### config.mk
export PLATFORM = sky130hd
export DESIGN_NAME = twitchcore_uart_tx
export DESIGN_NICKNAME = d
export VERILOG_FILES = /design/src/rtl/twitchcore_pkg.sv /design/src/rtl/twitchcore_fifo.sv /design/src/rtl/twitchcore_uart_tx.sv
export SDC_FILE = /design/constraint.sdc
export NUM_CORES = 1
export LEC_CHECK = 0
export CORE_UTILIZATION = 30
export DETAILED_ROUTE_END_ITERATION = 10
export MAX_ROUTING_LAYER = met4
export SKIP_CTS_REPAIR_TIMING = 1
export SYNTH_ARGS = -nofsm -noshare
export SYNTH_HDL_FRONTEND = slang
export SYNTH_SLANG_ARGS = --single-unit
### constraint.sdc
create_clock -name clk -period 8.5 [get_ports clk]
set_input_delay 1.7 -clock clk [delete_from_list [all_inputs] [get_ports clk]]
set_output_delay 1.7 -clock clk [all_outputs]
set_load 0.05 [all_outputs]
### src/rtl/twitchcore_pkg.sv
// Shared definitions for the twitchcore console UART transmitter:
// register offsets, STATUS bit positions and the serialiser state type.
package twitchcore_pkg;

    localparam logic [3:0] UART_TXDATA = 4'h0;
    localparam logic [3:0] UART_STATUS = 4'h4;

    localparam int ST_EMPTY   = 0;
    localparam int ST_FULL    = 1;
    localparam int ST_BUSY    = 2;
    localparam int ST_ACTIVE  = 3;
    localparam int ST_COUNT   = 8;
    localparam int ST_COUNT_W = 5;

    typedef enum logic [1:0] {
        IDLE  = 2'd0,
        START = 2'd1,
        DATA  = 2'd2,
        STOP  = 2'd3
    } uart_state_t;

endpackage

### src/rtl/twitchcore_fifo.sv
// Small synchronous FIFO with head-of-queue read data.
// Ports: clk, reset (async, high), push/wdata, pop/rdata, full, empty, count.
module twitchcore_fifo #(
    parameter int WIDTH = 8,
    parameter int DEPTH = 8
) (
    input  logic                   clk,
    input  logic                   reset,
    input  logic                   push,
    input  logic [WIDTH-1:0]       wdata,
    input  logic                   pop,
    output logic [WIDTH-1:0]       rdata,
    output logic                   full,
    output logic                   empty,
    output logic [$clog2(DEPTH):0] count
);

    localparam int AW = $clog2(DEPTH);

    logic [WIDTH-1:0] mem [DEPTH];
    logic [AW-1:0]    wr_ptr;
    logic [AW-1:0]    rd_ptr;
    logic [AW:0]      cnt;
    logic             do_push;
    logic             do_pop;

    assign full    = (cnt == (AW+1)'(DEPTH));
    assign empty   = (cnt == '0);
    assign count   = cnt;
    assign rdata   = mem[rd_ptr];
    assign do_push = push & ~full;
    assign do_pop  = pop & ~empty;

    // DEPTH is a power of two, so pointers wrap naturally.
    always_ff @(posedge clk or posedge reset) begin
        if (reset) begin
            wr_ptr <= '0;
            rd_ptr <= '0;
            cnt    <= '0;
            for (int i = 0; i < DEPTH; i++) begin
                mem[i] <= '0;
            end
        end else begin
            if (do_push) begin
                mem[wr_ptr] <= wdata;
                wr_ptr      <= wr_ptr + 1'b1;
            end
            if (do_pop) begin
                rd_ptr <= rd_ptr + 1'b1;
            end
            case ({do_push, do_pop})
                2'b10:   cnt <= cnt + 1'b1;
                2'b01:   cnt <= cnt - 1'b1;
                default: cnt <= cnt;
            endcase
        end
    end

endmodule

### src/rtl/twitchcore_uart_tx.sv
// Memory-mapped 8N1 console transmitter: TXDATA pushes bytes into a FIFO,
// STATUS reports level/busy. Ports: clk, reset, bus_* handshake, tx, busy.
module twitchcore_uart_tx
    import twitchcore_pkg::*;
#(
    parameter int CLKS_PER_BIT = 16,
    parameter int FIFO_DEPTH   = 8
) (
    input  logic        clk,
    input  logic        reset,
    input  logic        bus_valid,
    input  logic        bus_we,
    input  logic [3:0]  bus_addr,
    input  logic [31:0] bus_wdata,
    output logic [31:0] bus_rdata,
    output logic        bus_ready,
    output logic        tx,
    output logic        busy
);

    localparam int BW = (CLKS_PER_BIT > 1) ? $clog2(CLKS_PER_BIT) : 1;
    localparam int CW = $clog2(FIFO_DEPTH) + 1;
    localparam logic [BW-1:0] BAUD_MAX = BW'(CLKS_PER_BIT - 1);

    uart_state_t   state_q, state_d;
    logic [BW-1:0] baud_q, baud_d;
    logic [2:0]    bit_q, bit_d;
    logic [7:0]    shift_q, shift_d;
    logic          tx_c;

    logic          fifo_pop;
    logic          fifo_push;
    logic [7:0]    fifo_head;
    logic          fifo_full;
    logic          fifo_empty;
    logic [CW-1:0] fifo_count;

    logic          req;
    logic          tx_wr;
    logic          accept;
    logic [31:0]   status;
    logic          unused_wdata;

    assign unused_wdata = ^bus_wdata[31:8];

    twitchcore_fifo #(
        .WIDTH (8),
        .DEPTH (FIFO_DEPTH)
    ) u_fifo (
        .clk   (clk),
        .reset (reset),
        .push  (fifo_push),
        .wdata (bus_wdata[7:0]),
        .pop   (fifo_pop),
        .rdata (fifo_head),
        .full  (fifo_full),
        .empty (fifo_empty),
        .count (fifo_count)
    );

    // A held bus_valid is only seen while bus_ready is low, so each
    // request is acknowledged exactly once. A TXDATA write into a full
    // FIFO waits here until the serialiser frees a slot.
    assign req       = bus_valid & ~bus_ready;
    assign tx_wr     = bus_we & (bus_addr == UART_TXDATA);
    assign accept    = req & (~tx_wr | ~fifo_full);
    assign fifo_push = accept & tx_wr;

    assign busy = (state_q != IDLE) | ~fifo_empty;
    assign tx   = tx_c;

    always_comb begin
        status                         = '0;
        status[ST_EMPTY]               = fifo_empty;
        status[ST_FULL]                = fifo_full;
        status[ST_BUSY]                = busy;
        status[ST_ACTIVE]              = (state_q != IDLE);
        status[ST_COUNT +: ST_COUNT_W] = ST_COUNT_W'(fifo_count);
    end

    always_ff @(posedge clk or posedge reset) begin
        if (reset) begin
            bus_ready <= 1'b0;
            bus_rdata <= '0;
        end else begin
            bus_ready <= accept;
            if (accept && !bus_we && bus_addr == UART_STATUS) begin
                bus_rdata <= status;
            end else begin
                bus_rdata <= '0;
            end
        end
    end

    always_ff @(posedge clk or posedge reset) begin
        if (reset) begin
            state_q <= IDLE;
            baud_q  <= '0;
            bit_q   <= '0;
            shift_q <= '0;
        end else begin
            state_q <= state_d;
            baud_q  <= baud_d;
            bit_q   <= bit_d;
            shift_q <= shift_d;
        end
    end

    always_comb begin
        state_d  = state_q;
        baud_d   = baud_q;
        bit_d    = bit_q;
        shift_d  = shift_q;
        fifo_pop = 1'b0;
        tx_c     = 1'b1;
        unique case (state_q)
            IDLE: begin
                tx_c = 1'b1;
                if (!fifo_empty) begin
                    fifo_pop = 1'b1;
                    shift_d  = fifo_head;
                    baud_d   = '0;
                    bit_d    = '0;
                    state_d  = START;
                end
            end
            START: begin
                tx_c = 1'b0;
                if (baud_q == BAUD_MAX) begin
                    baud_d  = '0;
                    bit_d   = '0;
                    state_d = DATA;
                end else begin
                    baud_d = baud_q + 1'b1;
                end
            end
            DATA: begin
                tx_c = shift_q[0];
                if (baud_q == BAUD_MAX) begin
                    baud_d = '0;
                    if (bit_q == 3'd7) begin
                        state_d = STOP;
                    end else begin
                        shift_d = {1'b0, shift_q[7:1]};
                        bit_d   = bit_q + 1'b1;
                    end
                end else begin
                    baud_d = baud_q + 1'b1;
                end
            end
            STOP: begin
                tx_c = 1'b1;
                if (baud_q == BAUD_MAX) begin
                    baud_d  = '0;
                    state_d = IDLE;
                end else begin
                    baud_d = baud_q + 1'b1;
                end
            end
            default: begin
                state_d = IDLE;
            end
        endcase
    end

endmodule

==> results of run 1 <==
[Yosys cell counts, drive strengths merged (2+ instances only)]
cell type,n
dfrtp,100
xor2,5
a211oi,2
xnor2,5
ha,12
mux2i,9
a21o,3
nor4b,2
and4b,4
buf,34
o21ai,19
nand2,14
mux2,74
a32o,2
mux4,16
a21oi,7
or2b,2
inv,7
clkbuf,5
and2,7
nand3,2
nor4,2
nor2,8
nor3b,2
[routing by layer]
layer  up-vias  GRT usage, %  share of wire, %
met5         -             -                 0
met4         0          2.84              0.74
met3         6          3.05               3.3
met2        61          19.1                49
met1      1430          15.3                47
li1       1284             -                 -
[area by class of cell]
class                           count  area share [%]
Clock buffer                       13            4.79
Clock inverter                      3           0.466
Inverter                            7           0.510
Multi-Input combinational cell    236            40.2
Sequential cell                   100            44.4
Tap cell                          216            4.79
Timing Repair Buffer               28            4.88
[placed cells by master (no fill, tap or decap), types with 2 or more instances in the layout]
cell,count
sky130_fd_sc_hd__mux2_2,58
sky130_fd_sc_hd__a211oi_1,2
sky130_fd_sc_hd__clkbuf_16,9
sky130_fd_sc_hd__buf_4,2
sky130_fd_sc_hd__a21oi_1,7
sky130_fd_sc_hd__nand2_1,12
sky130_fd_sc_hd__inv_6,2
sky130_fd_sc_hd__inv_1,6
sky130_fd_sc_hd__nand2_2,2
sky130_fd_sc_hd__mux2_4,16
sky130_fd_sc_hd__a32o_1,2
sky130_fd_sc_hd__and4b_1,3
sky130_fd_sc_hd__clkbuf_8,3
sky130_fd_sc_hd__nor3b_1,2
sky130_fd_sc_hd__and2_1,7
sky130_fd_sc_hd__xor2_1,5
sky130_fd_sc_hd__dfrtp_1,100
sky130_fd_sc_hd__nor2_1,8
sky130_fd_sc_hd__or2b_2,2
sky130_fd_sc_hd__mux2i_1,9
sky130_fd_sc_hd__mux4_2,16
sky130_fd_sc_hd__a21o_1,3
sky130_fd_sc_hd__xnor2_1,5
sky130_fd_sc_hd__clkdlybuf4s50_1,26
sky130_fd_sc_hd__conb_1,24
sky130_fd_sc_hd__o21ai_0,19
sky130_fd_sc_hd__ha_1,12
[path summary, 6_finish.rpt]
path | endpoint | slack [ps] | cells after the start
max | busy | 4210 | 5
min | shift_q[7] | 480 | 1
max reg2reg | u_fifo.count[2] | 5810 | 10
min reg2reg | shift_q[7] | 480 | 1
max in group asynchronous | u_fifo.mem[26] | 5580 | 3
min in group asynchronous | u_fifo.count[3] | 1690 | 2
[sequential cells by signal, indices dropped and copies added (netlist names)]
register and count:
state_q 2, u_fifo.rd_ptr 3, shift_q 8, baud_q 4, u_fifo.count 4, bit_q 3, u_fifo.wr_ptr 3, bus_ready 1
u_fifo.mem 64, bus_rdata 8
[power groups by stage]
| stage | combinational (mW) | clock, mW | sequential [mW] |
|---|---|---|---|
| 3_5_place_dp | 0.413 | 0 | 0.639 |
| 6_report | 0.408 | 0.404 | 0.629 |
| 3_3_place_gp | 0.402 | 0 | 0.633 |
| 4_1_cts | 0.415 | 0.416 | 0.630 |
| 5_1_grt | 0.455 | 0.432 | 0.641 |
| 2_1_floorplan | 0.372 | 0 | 0.592 |
[kinds of logic after synthesis]
kind of cell | count (synthesis)
other | 1
buffers and inverters | 46
DFF | 100
xor gates and xnor gates | 10
and+or+nand+nor | 55
muxes | 99
adders and majority gates | 12
AOI/OAI and AO/OA | 36
==> results.md, run 1 <==
* Port Buffers at 26
* Register area share after synthesis at 50.2%
* Outcome: finished, final reports clean
* Vias post-DR at 2781
* Final weighted congestion of routability-driven global placement at 0.738
* Worst-Skew Late Latency at 340 ps
* Number of DRC violations after detailed routing at 0
* Core area at 16100 um^2
* Worst Setup Slack post-DPL at 3850 ps
* Total overflow reported by the global router at 0
* Final total power at 1.44 mW
* Most common cell type on the critical path: sky130_fd_sc_hd__inv_1
* Number of instances in the placed design at 587
* Clock-pin slew on the worst setup and hold paths at 70 ps
* Mean post-synth cell area at 13.9 um^2
* Max stage delay on crit path at 730 ps
* Post-route fraction of the period consumed by the critical path at 50.5%
* Highest clock rate at 0.233 GHz
* Worst path arrival time at 2590 ps
* Worst slack on hold paths at 483 ps
* Worst Setup SP: state_q[0]
* Pins Over Slew Limit at 0
* Main combinational cell family by area after synthesis: multiplexers
* CTS H-Tree Depth at 3
* Estimated wirelength of the detail-placed design at 5990 um
* Hold/Removal Path Class: reg2reg
* Initial antenna violation count at 0
* Num CTS Buffers at 9
* Placement row count at 46
* Worst setup margin at 4210 ps
* Family with the most delay on the worst path: buffers and inverters
* Initial standard-cell utilization of the core at 31.1%
* Portion of total power attributed to combinational logic at 28.3%
* Max-slew headroom at the worst pin at 39.0%
* Post-DRT Antenna Nets at 0
* Number of primary I/O pins at 75
* Total Routed Length at 9140 um
* # setup viols final at 0
* # clock sinks at 100
* Reported net switching power at 0.490 mW
* Top cells by area in the synthesized netlist: sky130_fd_sc_hd__dfrtp_1 50%, sky130_fd_sc_hd__mux2_2 13%, sky130_fd_sc_hd__mux4_2 7.2%
* Count of routing violations after the opening detailed-route iteration at 140
* Fraction of the core area covered by cells at the end of the flow at 35.1%
* Startpoint of the most critical hold path: shift_q[7]
* Final hold violation count at 0
* CTS tree: built
* Chip height at 131 um
* Horizontal extent of the die at 131 um
* TNS Setup at 0 ps
* Flop pwr share at 43.7%
* Design Area, Final at 5640 um^2
* Combined area of the multi-input logic cells at 2270 um^2
* Clock network fraction of total power at 28.0%
* Via count of the first global-routing pass at 2869
* FF/Latch Area at 2500 um^2
* Count of cell types in the netlist at 51
* Largest area contributor in the synthesized netlist: sky130_fd_sc_hd__dfrtp_1
* Total Routing Usage GR at 12.0%
* Pin count of the biggest net entering global routing at 72
* Number of standard cells in the layout, taps in and fillers out at 603
* Global-route wire length before repair at 15100 um
* Type of element launching the critical path: flip-flop
* Number of enable flip-flop cells after synthesis at 0
* Actual slew at the worst max-slew pin at 915 ps
* Number of buffers and inverters on the critical path at 3
* Post-placement cell area at 5340 um^2
* Asr flop ratio synth at 100%
* Post-synthesis compound-gate area fraction at 4.24%
* RR Startpoint: u_fifo.count[1]
* Post-synthesis mux area share at 27.0%
* Leakage Power at 2.63 nW
* Filler cell count at 1520
* Synth Instances at 359
* Antenna fix cells at 0
* Switching Fraction at 34.0%
* Average via count per standard cell at 4.61
* Layout cell share with drive strength beyond 1 at 31.0%
* CP Class: reg2out
* Final critical-path required period at 4290 ps
* First-pass DRT Iterations at 4
* Maximum fanout count along the critical path at 14
* Slowest cell on crit path: sky130_fd_sc_hd__clkdlybuf4s50_1
* Die area at 17100 um^2
* Int Power at 0.952 mW
* Max-cap violations at 0
* Synthesized-area fraction occupied by and/or/nand/nor cells at 7.70%
* Post-layout nets at 434
* Worst clock skew at 10.5 ps
* Data required time of the worst path at 6800 ps
* Peak supply drop at 0.000157 V
* Cells along the critical path: inv_1 > ha_1 > and2_1 > inv_1 > clkdlybuf4s50_1
* Share of the synthesized area in the top cell type at 50.2%
* Clock tree buffer depth at 2
* Element type at the critical path end: primary output
* Post-synthesis share of cell area spent on xor and xnor gates at 1.76%
* Adder-Cell Fraction of Synth Area at 3.01%
* Cell area after synthesis at 4990 um^2
* Number of register bits inferred by synthesis at 100
* Root buffer cell: sky130_fd_sc_hd__clkbuf_16
* Number of warning messages in the yosys log at 0
* Most instantiated flip-flop cell in the synthesis netlist: sky130_fd_sc_hd__dfrtp_1
* Power Dens Cells at 255 nW/um^2
* Unrepaired setup endpoints after global routing: false
* Average wire length per cell after detail routing at 15.2 um
* Layout area overhead at 13.1%
Note: power is estimated with default switching activity, not from simulation.
==> run 2, diff against run 1 <==
clock period = 3.9 ns   (was 8.5 ns; I/O delays follow)
==> results.md, run 2 (synthesis results as in run 1) <==
* Total Routing Usage GR at 11.9% (-0.15 points)
* Number of buffers and inverters on the critical path at 2 (-1)
* Worst path arrival time at 2610 ps (+20 ps)
* Num CTS Buffers at 9 (unchanged)
* Root buffer cell: sky130_fd_sc_hd__clkbuf_16
* Initial antenna violation count at 0 (unchanged)
* Via count of the first global-routing pass at 2876 (+0.24%)
* Max stage delay on crit path at 720 ps (about the same)
* Estimated wirelength of the detail-placed design at 6060 um (+1.2%)
* Hold/Removal Path Class: reg2reg
* Global-route wire length before repair at 14700 um (-2.2%)
* Chip height at 131 um (unchanged)
* Pins Over Slew Limit at 0 (unchanged)
* # clock sinks at 100 (unchanged)
* Slowest cell on crit path: sky130_fd_sc_hd__clkdlybuf4s50_1
* Number of DRC violations after detailed routing at 0 (unchanged)
* TNS Setup at 0 ps (unchanged)
* Final critical-path required period at 3390 ps
* Register with the most flip-flops: u_fifo.mem
* Port Buffers at 26 (unchanged)
* Average via count per standard cell at 4.62 (+0.13%)
* Layout cell share with drive strength beyond 1 at 32.0% (+0.96 points)
* Pin count of the biggest net entering global routing at 90 (+25%)
* Post-placement cell area at 5370 um^2 (+0.56%)
* Flip-flop count of the largest register, all copies and words added at 64 (unchanged)
* Element type at the critical path end: primary output
* Max-cap violations at 0 (unchanged)
* Maximum fanout count along the critical path at 14 (unchanged)
* Most frequent standard cell in the layout excluding fill and tap cells: sky130_fd_sc_hd__dfrtp_1
* Average wire length per cell after detail routing at 14.7 um (-2.9%)
* Cells along the critical path: nor4_1 > and2_1 > inv_1 > clkdlybuf4s50_1
* Worst clock skew at 7.12 ps (-3.35 ps)
* First-pass DRT Iterations at 4 (unchanged)
* Peak supply drop at 0.000305 V (+95%)
* Outcome: finished, final reports clean
* Data required time of the worst path at 3120 ps (-3680 ps)
* Power Dens Cells at 556 nW/um^2 (+120%)
* Total Routed Length at 8940 um (-2.2%)
* CTS H-Tree Depth at 3 (unchanged)
* Clock tree buffer depth at 2 (unchanged)
* Initial standard-cell utilization of the core at 31.1% (unchanged)
* Vias post-DR at 2803 (+0.79%)
* Leakage Power at 2.65 nW (+0.74%)
* CTS tree: built
* Max-slew headroom at the worst pin at 25.2% (-14 points)
* Worst-Skew Late Latency at 340 ps (about the same)
* Final weighted congestion of routability-driven global placement at 0.770 (+4.4%)
* Actual slew at the worst max-slew pin at 1120 ps (+207 ps)
* Post-layout nets at 438 (+0.92%)
* CP Class: reg2out
* Largest registers in the final layout: u_fifo.mem x64, bus_rdata x8, shift_q x8
* Final hold violation count at 0 (unchanged)
* Total overflow reported by the global router at 0 (unchanged)
* Most frequent cells in the layout: 100 x sky130_fd_sc_hd__dfrtp_1, 58 x sky130_fd_sc_hd__mux2_2, 26 x sky130_fd_sc_hd__clkdlybuf4s50_1
* Die area at 17100 um^2 (unchanged)
* Antenna fix cells at 0 (unchanged)
* Post-DRT Antenna Nets at 0 (unchanged)
* Clock-pin slew on the worst setup and hold paths at 60 ps (about the same)
* Design Area, Final at 5680 um^2 (+0.64%)
* Core area at 16100 um^2 (unchanged)
* Horizontal extent of the die at 131 um (unchanged)
* Layout area overhead at 13.9%
* Number of primary I/O pins at 75 (unchanged)
* Family with the most delay on the worst path: simple AND/OR/NAND/NOR gates
* Type of element launching the critical path: flip-flop
* Post-route fraction of the period consumed by the critical path at 86.9%
* Count of routing violations after the opening detailed-route iteration at 89 (-36%)
* Highest clock rate at 0.295 GHz
* Placement row count at 46 (unchanged)
* Unrepaired setup endpoints after global routing: false
* # setup viols final at 0 (unchanged)
[run 2: path summary, 6_finish.rpt]
kind                                       from         endpoint  slack, ps  cells past startpoint
worst max-delay path            u_fifo.count[1]             busy        510                      4
worst min-delay path                 shift_q[7]       shift_q[7]        480                      1
worst max register to register  u_fifo.count[1]  u_fifo.count[2]       1310                     10
worst min register to register       shift_q[7]       shift_q[7]        480                      1
max in group asynchronous                 reset  u_fifo.count[2]       2020                      3
min in group asynchronous                 reset        baud_q[0]       1050                      2
[run 2: final cells by class]
| class | count | area [um^2] |
|---|---|---|
| multi-input combinational | 236 | 2270 |
| timing repair buffer | 32 | 305 |
| clock buffer | 10 | 239 |
| fill | 1546 | 10400 |
| tap | 216 | 270 |
| clock inverter | 6 | 63.8 |
| sequential | 100 | 2500 |
| inverter | 7 | 28.8 |
[run 2: worst register-to-register path: stages (launching register included)]
cell and delay, ps:
sky130_fd_sc_hd__dfrtp_1 510, sky130_fd_sc_hd__or4_1 550, sky130_fd_sc_hd__nand2_1 180, sky130_fd_sc_hd__inv_1 110, sky130_fd_sc_hd__ha_1 270, sky130_fd_sc_hd__xor2_1 160, sky130_fd_sc_hd__ha_1 190, sky130_fd_sc_hd__a21oi_1 140
sky130_fd_sc_hd__xor2_1 160, sky130_fd_sc_hd__nor2_1 60, sky130_fd_sc_hd__xor2_1 140
[run 2: metal layers]
layer / vias up / part of all wire, % / GRT usage [%]
li1: 1307 / - / -
met2: 47 / 51 / 20.1
met5: - / 0 / -
met1: 1439 / 45 / 13.9
met3: 10 / 3.2 / 2.85
met4: 0 / 1.4 / 3.85
[run 2: power breakdown]
| group | switching [mW] | total (mW) | internal (mW) | leakage, nW |
|---|---|---|---|---|
| Combinational | 0.483 | 0.893 | 0.410 | 1.14 |
| Sequential | 0.196 | 1.37 | 1.17 | 1.36 |
| Clock | 0.380 | 0.893 | 0.513 | 0.144 |
[run 2: through the flow]
step / worst slack, ps / hold slack, ps / instances / power (mW) / util [%]
floorplan: 501 / 449 / 382 / 2.10 / -
global placement: 612 / 459 / 591 / 2.26 / 33.5
detailed placement: 577 / 476 / 591 / 2.30 / 33.5
CTS: 492 / 490 / 607 / 3.21 / 35.4
global route: 307 / 513 / 607 / 3.36 / 35.4
finish: 511 / 481 / 607 / 3.16 / 35.4
